[src/rtl/adc_acq_sequencer.sv]
// ADC acquisition sequencer: drops settling samples, then averages 2^N samples and reports mean/min/max.
// Build option: define ADC_ACQ_ROUND_EN for a round-half-up mean instead of truncation.
module adc_acq_sequencer #(
    parameter int DATA_W         = 16,
    parameter int MAX_AVG_LOG2   = 8,
    parameter int TIMEOUT_CYCLES = 65535
) (
    input  logic              clk_50MHz,
    input  logic              reset,
    input  logic              start,
    input  logic [3:0]        avg_log2,
    input  logic [3:0]        discard_count,
    input  logic              adc_new_data,
    input  logic [DATA_W-1:0] adc_data,
    output logic              busy,
    output logic              result_valid,
    input  logic              result_ready,
    output logic [DATA_W-1:0] result_mean,
    output logic [DATA_W-1:0] result_min,
    output logic [DATA_W-1:0] result_max,
    output logic              timeout_err
);
    localparam int ACC_W = DATA_W + MAX_AVG_LOG2;
    localparam int CNT_W = MAX_AVG_LOG2 + 1;
    localparam int TMO_W = $clog2(TIMEOUT_CYCLES + 1);
    localparam logic [3:0]       N_MAX    = 4'(MAX_AVG_LOG2);
    // tmo_q lags the cycles-since-event count by one, so firing here raises
    // result_valid exactly TIMEOUT_CYCLES cycles after the last event.
    localparam logic [TMO_W-1:0] TMO_FIRE = TMO_W'(TIMEOUT_CYCLES - 2);

    typedef enum logic [2:0] {
        S_IDLE, S_DISCARD, S_ACCUM, S_CALC, S_DONE
    } state_t;

    state_t state_q, state_d;

    logic [2:0]        sync_q;
    logic              evt;
    logic [3:0]        n_q;
    logic [3:0]        disc_q;
    logic [CNT_W-1:0]  cnt_q;
    logic [CNT_W-1:0]  cnt_last;
    logic [ACC_W-1:0]  acc_q;
    logic [DATA_W-1:0] min_q, max_q;
    logic [TMO_W-1:0]  tmo_q;
    logic [DATA_W-1:0] mean_q, rmin_q, rmax_q;
    logic              tmo_err_q;
    logic [DATA_W-1:0] mean_calc;
    logic              acquiring, start_ok, last_smp, tmo_hit;
    logic [3:0]        n_clamped;

    // Two flops of synchronizer plus one for the rising-edge detector.
    always_ff @(posedge clk_50MHz) begin
        if (reset) sync_q <= '0;
        else       sync_q <= {sync_q[1:0], adc_new_data};
    end
    assign evt = sync_q[1] & ~sync_q[2];

    assign acquiring = (state_q == S_DISCARD) || (state_q == S_ACCUM);
    assign start_ok  = (state_q == S_IDLE) && start;
    assign cnt_last  = CNT_W'((32'd1 << n_q) - 32'd1);
    assign last_smp  = (state_q == S_ACCUM) && evt && (cnt_q == cnt_last);
    assign tmo_hit   = acquiring && !evt && (tmo_q == TMO_FIRE);
    assign n_clamped = (avg_log2 > N_MAX) ? N_MAX : avg_log2;

`ifdef ADC_ACQ_ROUND_EN
    localparam logic [ACC_W:0] RND_ONE = 1;
    logic [ACC_W:0] acc_rnd;
    always_comb begin
        acc_rnd = {1'b0, acc_q};
        if (n_q != 4'd0) acc_rnd = acc_rnd + (RND_ONE << (n_q - 4'd1));
    end
    assign mean_calc = DATA_W'(acc_rnd >> n_q);
`else
    assign mean_calc = DATA_W'(acc_q >> n_q);
`endif

    always_ff @(posedge clk_50MHz) begin
        if (reset) state_q <= S_IDLE;
        else       state_q <= state_d;
    end

    always_comb begin
        state_d = state_q;
        case (state_q)
            S_IDLE:    if (start) state_d = (discard_count != 4'd0) ? S_DISCARD : S_ACCUM;
            S_DISCARD: if (tmo_hit) state_d = S_DONE;
                       else if (evt && disc_q == 4'd1) state_d = S_ACCUM;
            S_ACCUM:   if (tmo_hit) state_d = S_DONE;
                       else if (last_smp) state_d = S_CALC;
            S_CALC:    state_d = S_DONE;
            S_DONE:    if (result_ready) state_d = S_IDLE;
            default:   state_d = S_IDLE;
        endcase
    end

    always_comb begin
        busy         = (state_q != S_IDLE);
        result_valid = (state_q == S_DONE);
    end

    always_ff @(posedge clk_50MHz) begin
        if (reset) begin
            n_q       <= '0;
            disc_q    <= '0;
            cnt_q     <= '0;
            acc_q     <= '0;
            min_q     <= '0;
            max_q     <= '0;
            tmo_q     <= '0;
            mean_q    <= '0;
            rmin_q    <= '0;
            rmax_q    <= '0;
            tmo_err_q <= 1'b0;
        end else begin
            if (start_ok) begin
                n_q    <= n_clamped;
                disc_q <= discard_count;
                cnt_q  <= '0;
                acc_q  <= '0;
                min_q  <= '1;
                max_q  <= '0;
                tmo_q  <= '0;
            end
            if (acquiring) begin
                tmo_q <= evt ? '0 : tmo_q + TMO_W'(1);
                if (evt && state_q == S_DISCARD) disc_q <= disc_q - 4'd1;
                if (evt && state_q == S_ACCUM) begin
                    acc_q <= acc_q + ACC_W'(adc_data);
                    cnt_q <= cnt_q + CNT_W'(1);
                    if (adc_data < min_q) min_q <= adc_data;
                    if (adc_data > max_q) max_q <= adc_data;
                end
            end
            if (state_q == S_CALC) begin
                mean_q    <= mean_calc;
                rmin_q    <= min_q;
                rmax_q    <= max_q;
                tmo_err_q <= 1'b0;
            end
            if (tmo_hit) begin
                mean_q    <= '0;
                rmin_q    <= min_q;
                rmax_q    <= max_q;
                tmo_err_q <= 1'b1;
            end
            if (state_q == S_DONE && result_ready) tmo_err_q <= 1'b0;
        end
    end

    assign result_mean = mean_q;
    assign result_min  = rmin_q;
    assign result_max  = rmax_q;
    assign timeout_err = tmo_err_q;

endmodule

[config.mk]
export PLATFORM = sky130hd
export DESIGN_NAME = adc_acq_sequencer
export DESIGN_NICKNAME = d
export VERILOG_FILES = /design/src/rtl/adc_acq_sequencer.sv
export SDC_FILE = /design/constraint.sdc
export NUM_CORES = 1
export LEC_CHECK = 0
export CORE_MARGIN = 10
export CORE_UTILIZATION = 58
export CTS_CLUSTER_SIZE = 14
export DETAILED_ROUTE_END_ITERATION = 10
export GPL_ROUTABILITY_DRIVEN = 0
export PLACE_DENSITY = 0.81
export RECOVER_POWER = 100
export REMOVE_ABC_BUFFERS = 1
export SLEW_MARGIN = 10
export SYNTH_ARGS = -nofsm -noshare
export SYNTH_HDL_FRONTEND = slang
export SYNTH_SLANG_ARGS = --single-unit
[constraint.sdc]
create_clock -name clk_50MHz -period 3.5 [get_ports clk_50MHz]
set_input_delay 0.7 -clock clk_50MHz [delete_from_list [all_inputs] [get_ports clk_50MHz]]
set_output_delay 0.7 -clock clk_50MHz [all_outputs]
set_load 0.01 [all_outputs]
==> results_dict.tcl <==
set metrics [dict create \
    synth.avg_cell_area_um2 7.917 \
    ir_worst_vdd_uv 372.0 \
    via_count 7740 \
    grt_max_degree 98 \
    grtUsageTotal_pct 21.06 \
    synth_top_area_cell "dfxtp_1" \
    cts_buffers 17 \
    violations "capacitance limit, slew limit" \
    placed_area_mm2 0.009303 \
    fin_crit_ns 3.238 \
    grt_pass1_wl_um 35440 \
    detail_route.wl_per_cell_um 15.98 \
    detail-route-antenna-nets 0 \
    grt_overflow 0 \
    cp.required_ns 3.79 \
    multiInputGateArea_mm2 0.005004 \
    yosys_warnings 0 \
    outcome "complete, but fails checks" \
    drt_first_pass_iters 5 \
    io_pins 80 \
    final_common_cell "nand2_1" \
    rows 43 \
    nets 1193 \
    ys_ff_latch 144 \
    postCtsSetupBuffers 0 \
    fp.dieH_um 140.1 \
    core_mm2 0.01399 \
    totalWireLength_um 20830 \
    holdCritPathClass "flop to flop" \
    slew_violations 98 \
    layout-drive-gt1-share_pct 7.035 \
    grt_pass1_vias 7340 \
    cts_max_level 4 \
    vias_per_cell 5.940 \
    tightest_slew_ns 1.942 \
    finalClockSkew_ns 0.01024 \
    fp.dieW_um 140.1 \
    power_w 0.004177 \
    synth_seq_area_share_pct 34.45 \
    postCtsHoldBufs 0 \
    area_growth_pct 17.81 \
    fill_cells 1165 \
    crit_arrival_ns 3.53 \
    antennaDiodeCount 0 \
    maxSlewHeadroom_pct -29.44 \
    clkLatencyLatePin_ns 0.43 \
    path_clk_slew_ns 0.06 \
    netlist_top_cells_area "dfxtp_1 (34%), ha_1 (7.9%), nand2_1 (6.8%)" \
    initial_utilization_pct 59.82 \
    fin_util_pct 70.47 \
    cts_resized 0 \
    grt_antenna_before_repair 0 \
    synth_edf_count 0 \
    finalHoldViolCount 0 \
    synth.distinct_cells 65 \
    crit_type "input pin to flop" \
    cts_root_buffer "clkbuf_16" \
    seq_area_mm2 0.002883 \
    p_per_area_mw_per_mm2 423.7 \
    portBuffers 79 \
    mostFrequentLayoutCells "nand2_1 (152), dfxtp_1 (144), a21oi_1 (111)" \
    fin_hold_ws_ns 0.4429 \
    p_leak_nw 3.784 \
    cts_tree "yes" \
    cts_max_path_buffers 2 \
    detail_route.iter0.violations 617 \
    postSynthCellCount 1057 \
    critPathLaunchType "input pin" \
    die_area_mm2 0.01963 \
    rsz0062_at_grt "false" \
    syn-cell-area_mm2 0.008368 \
    drc_errors 0 \
    dp_hpwl_um 14350 \
    finalCritPeriodShare_pct 92.52 \
    async_flop_share_pct 0 \
    yosys.area.top_type_share_pct 34.45 \
    final_area_mm2 0.009858 \
    path_max_fanout 5 \
    setup_viol 0 \
    cap_violations 1 \
    critical_path.endpoint_type "flop" \
    cts.sinks 144 \
    fmax_ghz 0.3088 \
    ys.flop_type "dfxtp_1" \
]
through the flow:
| step | setup slack [ns] | cells | TNS [ns] |
|---|---|---|---|
| 3_3_place_gp | 0.1218 | 1271 | 0 |
| 2_1_floorplan | -0.08574 | 985 | -0.1249 |
| 5_1_grt | 0.1225 | 1303 | 0 |
| 3_5_place_dp | 0.05294 | 1271 | 0 |
| 4_1_cts | 0.4891 | 1303 | 0 |
| 6_report | 0.2617 | 1303 | 0 |
worst paths after layout:
kind / slack, ns / cells past startpoint / startpoint / to
setup / recovery: 0.26 / 12 / adc_data[0] / acc_q[16]
hold / removal: 0.44 / 2 / result_min[3] / result_min[3]
setup reg to reg: 0.42 / 7 / state_q[1] / result_max[0]
hold reg to reg: 0.44 / 2 / result_min[3] / result_min[3]
critical path: stages:
cell	delay [ns]
dlygate4sd3_1	0.65
ha_1	0.26
inv_1	0.07
fa_1	0.37
nor2b_1	0.21
o2111ai_1	0.18
a31oi_1	0.21
clkbuf_1	0.24
a21oi_1	0.12
nand2b_1	0.21
o211ai_1	0.19
o41ai_1	0.10
synth_stat cells, drive strengths merged, types with 4 or more instances:
| master | n |
|---|---|
| a211oi | 20 |
| a21o | 12 |
| a21oi | 112 |
| a311oi | 23 |
| a31oi | 16 |
| and2 | 4 |
| and3 | 7 |
| buf | 13 |
| clkbuf | 59 |
| dfxtp | 144 |
| ha | 53 |
| inv | 45 |
| mux2 | 8 |
| mux2i | 20 |
| mux4 | 9 |
| nand2 | 153 |
| nand2b | 25 |
| nand3 | 33 |
| nand3b | 4 |
| nand4 | 12 |
| nor2 | 98 |
| nor2b | 15 |
| nor3 | 19 |
| o211ai | 14 |
| o21a | 7 |
| o21ai | 51 |
| o21bai | 4 |
| o221ai | 4 |
| o31ai | 5 |
| or3 | 6 |
| xnor2 | 10 |
| xor2 | 12 |
report_power, final:
group / internal (W) / switching [W] / total (W)
sequential: 0.00169 / 0.0000359 / 0.00172
combinational: 0.000240 / 0.000375 / 0.000615
clock: 0.00112 / 0.000721 / 0.00184
area by class of cell:
type	count	area share, %
repair buffers	106	9.963
multi-input cells	796	50.76
clock inverters	13	1.650
clock buffers	19	4.391
well taps	180	2.285
flip-flops and latches	144	29.24
inverters	45	1.713
kinds of logic (layout without fill, tap and decap cells):
logic type               Yosys count  after routing  synth area share (%)
XOR/XNOR                          22             22                 2.303
AO/OA/AOI/OAI                    289            289                 21.58
flip-flops                       144            144                 34.45
adder cells (fa/ha/maj)           54             54                 8.164
multiplexers                      37             37                 5.891
buffers and inverters            117            183                 5.846
AND/OR/NAND/NOR                  394            394                 21.77
per-layer routing:
metal	track usage (%)	share of wire (%)	vias up
met5	0	0	-
met4	6.576	1.8	0
met3	4.936	5.0	29
met2	33.63	47	164
met1	27.49	47	3659
li1	-	-	3888
sequential cells by signal, indices dropped and copies added (netlist names):
register and count:
acc_q 24, max_q 16, min_q 16, result_max 16, result_mean 16, result_min 16, tmo_q 16, cnt_q 9
disc_q 4, n_q 4, state_q 3, sync_q 3, timeout_err 1
No activity file was read; power rests on OpenSTA's default activity.
